===== src/rtl/mem_arbiter.sv =====
// Two-port memory arbiter: instruction fetch and load/store share one memory.
// Data has priority until fetch has been denied MAX_WAIT cycles in a row.
module mem_arbiter #(
  parameter int unsigned SIZE     = 1024,
  parameter int unsigned MAX_WAIT = 4
) (
  input  logic        clk,
  input  logic        rst,

  input  logic        if_req,
  input  logic [31:0] if_addr,
  output logic        if_gnt,
  output logic        if_rvalid,
  output logic [31:0] if_rdata,
  output logic        if_err,

  input  logic        d_req,
  input  logic        d_we,
  input  logic [31:0] d_addr,
  input  logic [1:0]  d_width,
  input  logic        d_usignext,
  input  logic [31:0] d_wdata,
  output logic        d_gnt,
  output logic        d_rvalid,
  output logic [31:0] d_rdata,
  output logic        d_err,

  output logic        mem_we,
  output logic [31:0] mem_address,
  output logic        mem_usignext,
  output logic [1:0]  mem_width,
  output logic [31:0] mem_w_data,
  input  logic [31:0] mem_r_data
);

  localparam int unsigned WCW = (MAX_WAIT < 1) ? 1 : $clog2(MAX_WAIT + 1);
  localparam logic [WCW-1:0] WAIT_SAT = WCW'(MAX_WAIT);

  logic [WCW-1:0] r_wait_cnt;
  logic           r_if_rvalid;
  logic [31:0]    r_if_rdata;
  logic           r_if_err;
  logic           r_d_rvalid;
  logic [31:0]    r_d_rdata;
  logic           r_d_err;

  logic           w_fetch_starved;
  logic           w_if_gnt;
  logic           w_d_gnt;
  logic           w_if_err;
  logic           w_d_err;

  // End address is computed in 33 bits so accesses near 2^32 cannot wrap into range.
  function automatic logic f_access_err(input logic [31:0] addr, input logic [1:0] width);
    logic [32:0] v_end;
    logic        v_bad;
    v_end = {1'b0, addr};
    v_bad = 1'b0;
    case (width)
      2'b00: v_end = {1'b0, addr} + 33'd1;
      2'b01: begin
        v_bad = addr[0];
        v_end = {1'b0, addr} + 33'd2;
      end
      2'b10: begin
        v_bad = |addr[1:0];
        v_end = {1'b0, addr} + 33'd4;
      end
      default: v_bad = 1'b1;
    endcase
    return v_bad || (v_end > 33'(SIZE));
  endfunction

  assign w_if_err        = f_access_err(if_addr, 2'b10);
  assign w_d_err         = f_access_err(d_addr, d_width);
  assign w_fetch_starved = (r_wait_cnt == WAIT_SAT);

  // Grants are combinational and forced low while reset is held.
  assign w_d_gnt  = !rst && d_req && !(if_req && w_fetch_starved);
  assign w_if_gnt = !rst && if_req && !w_d_gnt;

  always_comb begin
    mem_we       = 1'b0;
    mem_address  = d_addr;
    mem_width    = d_width;
    mem_usignext = d_usignext;
    mem_w_data   = d_wdata;
    if (w_if_gnt) begin
      mem_address = if_addr;
      mem_width   = 2'b10;
    end else if (w_d_gnt) begin
      mem_we = d_we && !w_d_err;
    end
  end

  always_ff @(posedge clk or posedge rst) begin
    if (rst) begin
      r_wait_cnt <= '0;
    end else if (if_req && !w_if_gnt) begin
      if (r_wait_cnt != WAIT_SAT) r_wait_cnt <= r_wait_cnt + WCW'(1);
    end else begin
      r_wait_cnt <= '0;
    end
  end

  always_ff @(posedge clk or posedge rst) begin
    if (rst) begin
      r_if_rvalid <= 1'b0;
      r_if_rdata  <= '0;
      r_if_err    <= 1'b0;
      r_d_rvalid  <= 1'b0;
      r_d_rdata   <= '0;
      r_d_err     <= 1'b0;
    end else begin
      r_if_rvalid <= w_if_gnt;
      r_if_err    <= w_if_gnt && w_if_err;
      r_if_rdata  <= (w_if_gnt && !w_if_err) ? mem_r_data : '0;
      r_d_rvalid  <= w_d_gnt;
      r_d_err     <= w_d_gnt && w_d_err;
      r_d_rdata   <= (w_d_gnt && !d_we && !w_d_err) ? mem_r_data : '0;
    end
  end

  assign if_gnt    = w_if_gnt;
  assign d_gnt     = w_d_gnt;
  assign if_rvalid = r_if_rvalid;
  assign if_rdata  = r_if_rdata;
  assign if_err    = r_if_err;
  assign d_rvalid  = r_d_rvalid;
  assign d_rdata   = r_d_rdata;
  assign d_err     = r_d_err;

endmodule


===== config.mk =====
export PLATFORM = sky130hd
export DESIGN_NAME = mem_arbiter
export DESIGN_NICKNAME = d
export VERILOG_FILES = /design/src/rtl/mem_arbiter.sv
export SDC_FILE = /design/constraint.sdc
export NUM_CORES = 1
export LEC_CHECK = 0
export CORE_MARGIN = 5
export CORE_UTILIZATION = 40
export DETAILED_ROUTE_END_ITERATION = 8
export PLACE_DENSITY = 0.89
export SLEW_MARGIN = 20
export SYNTH_ARGS = -nofsm -noshare
export SYNTH_HDL_FRONTEND = slang
export SYNTH_SLANG_ARGS = --single-unit

===== constraint.sdc =====
create_clock -name clk -period 6.04 [get_ports clk]
set_input_delay 1.208 -clock clk [delete_from_list [all_inputs] [get_ports clk]]
set_output_delay 1.208 -clock clk [all_outputs]
set_load 0.05 [all_outputs]

==> flow_summary.ini <==
[worst_setup_path]
critPathCaptureType = primary output
r2r-end = if_rdata[5]$_DFF_PP0_
cp.arrival_ps = 4500
cp-start-kind = primary input
reg2reg_slack_ps = 3460
worst_ep_required_time_ps = 4830
reg2regPathDepth = 8
r2r-start = r_wait_cnt[0]$_DFFE_PP0P_
crit_fanout = 10
cp-startpoint = d_addr[22]
criticalPathCategory = primary input to primary output

[place]
dp_cells = 923
dpl.hpwl_mm = 15.0
globalplace.congestion = 1.04
portBuffers = 207

[logic_synthesis]
syn_area_um2 = 5010
synthCells = 569
yosys.area.top_type_share = 0.354
syn_nets = 711
synth_flop_cell = dfrtp_1
ys_types = 69
synth.area.top_cells = dfrtp_1 (35%), and2_1 (8.4%), mux2_2 (5.4%)
async_reset_ff_frac = 1.00
synth_edf_count = 0
ys_top_cells_by_count = dfrtp_1 (71), and2_1 (67), nand2_1 (43), buf_4 (33), nor2_1 (26)
yosysWarningCount = 0
yosysMostFrequentCell = dfrtp_1
avgSynthCellArea_um2 = 8.81
ys_ff_latch = 71
yosysSeqAreaShare = 0.354
yosys.area.top_type = dfrtp_1

[power_and_ir_drop]
powerDensity_nw_per_um2 = 179
leakage_nw = 3.21
vdd_drop_max_mv = 0.143

[clock_tree]
clk_pin_slew_ps = 60
clkSinkCount = 71
cts-htree-levels = 3
cts_buffer_depth = 2
insertion_delay_ps = 320
clockRootBuffer = clkbuf_16
cts_buffers = 9
cts_tree = yes

[grt]
grt_usage = 0.249
grt_max_degree = 65
grt_overflow = 0
grt_pass1_wl_mm = 28.8
grt_pass1_vias = 5341
antenna_found_initial = 0

[min_path]
hp-start = r_wait_cnt[1]$_DFFE_PP0P_
hold_class = flop to flop
hold_end = r_wait_cnt[1]$_DFFE_PP0P_
hold_depth = 2

[cells_and_area]
final_cell_count_no_fill = 939
n_fill_cell = 948
antennaDiodeCount = 0
final-seq-area_um2 = 1780
multiInputGateArea_um2 = 2780
nNetsFinal = 908
drive_above_1_share = 0.180
area_delta_synth_final_pct = 55.1

[route]
ant_nets = 0
drc = 0
vias = 5303
post_drt_wl_per_cell_um = 20.1
wl_mm = 18.8
drt_first_iter_violations = 540
viasPerCell = 5.65
drt_pass1_iterations = 5

[timing]
period_minus_slack_ps = 5710
whs_ps = 585
setup_viol = 0
fin_crit_sh = 0.945
setup_tns_ps = 0
fmax_mhz = 175
drv_slew = 0
hold_viol_final = 0
worst_pin_slew_ps = 1020
finalClockSkew_ps = 4.02
rsz0062_at_grt = no
relSlewSlack = 0.322

[floorplanning]
fp.dieH_um = 122
die_x_um = 122
core.rowCount = 40
initial_utilization = 0.412
coreArea_um2 = 12200
die_area_um2 = 14900
ios = 274

[status]
status = finished clean

[job]
cap_violations = 0
per-stage QoR:
stage	setup WS, ps	instance area, um^2	util	power, mW
final	330	7770	0.639	1.39
after global routing	93.2	7770	0.639	1.44
after CTS	215	7760	0.638	1.39
after detailed placement	223	7460	0.613	0.863
after global placement	301	7460	0.613	0.860
after floorplan	489	5020	-	0.723
metal layers:
metal	part of all wire	up-vias	wire [um]	GRT usage
met1	0.39	2480	7270	0.308
met2	0.48	352	8990	0.415
li1	-	2423	-	-
met4	0.028	0	535	0.105
met5	0	-	0	0
met3	0.11	48	2050	0.0604
kinds of logic (layout without fill, tap and decap cells):
group                      Yosys count  after routing  share of synthesized area
AOI/OAI and AO/OA                   95             95                      0.136
xor gates and xnor gates            21             21                     0.0367
adders and majority gates            6              6                     0.0150
buffers and inverters               87            289                     0.0966
DFF                                 71             71                      0.354
muxes                               25             25                     0.0559
and+or+nand+nor                    264            264                      0.306
repair_timing:
action / 4_1_cts / 5_1_grt
hold buffers: 0 / 0
hold endpoints to repair: 0 / 0
gates resized for setup: 0 / 2
buffers inserted: 0 / 0
setup endpoints to repair: 0 / 1
state kept, by name, summed over array words and instances (netlist names):
name,cells
if_err,1
if_rdata,32
d_rdata,32
if_rvalid,1
r_wait_cnt,3
d_rvalid,1
d_err,1
layout by cell type, fill, tap and decap left out, drive strengths merged, types with 4 or more instances in the layout:
master / synthesis / routed
o211ai: 4 / 4
or3: 8 / 8
and4: 5 / 5
clkdlybuf4s50: 0 / 171
o21ai: 21 / 21
and2: 67 / 67
nand2b: 5 / 5
a31oi: 9 / 9
nor2b: 5 / 5
a21oi: 14 / 14
dfrtp: 71 / 71
inv: 19 / 19
nor3: 14 / 14
o31ai: 5 / 5
xor2: 7 / 7
mux2: 24 / 24
nor2: 26 / 26
nor4b: 4 / 4
buf: 50 / 82
and3: 6 / 6
nand2: 43 / 43
nand4: 22 / 22
xnor2: 14 / 14
clkbuf: 18 / 10
ha: 6 / 6
nor4: 26 / 26
nand3: 22 / 22
o2111ai: 5 / 5
layout make-up:
type / count / area share
inverters: 19 / 0.00966
clock buffers: 10 / 0.0307
flip-flops and latches: 71 / 0.229
multi-input cells: 411 / 0.357
repair buffers: 254 / 0.338
clock inverters: 6 / 0.00869
well taps: 168 / 0.0270
worst max path at each step:
stage	slack (ps)	to
detailed placement	220	mem_we
CTS	210	mem_we
global placement	300	mem_we
floorplan	490	mem_we
finish	330	mem_we
global route	90	mem_we
where the power goes:
part / internal (mW) / switching, mW
sequential: 0.479 / 0.00240
clock: 0.332 / 0.199
combinational: 0.169 / 0.207
critical path: stages:
cell and delay (ps):
clkdlybuf4s50_1 670, nand4_1 310, nor4_1 530, nand4_1 170, mux2i_1 150, a2111oi_0 390, nand4_1 220, or2_1 280
nor4_2 380, buf_12 180
No activity file was read; power rests on OpenSTA's default activity.
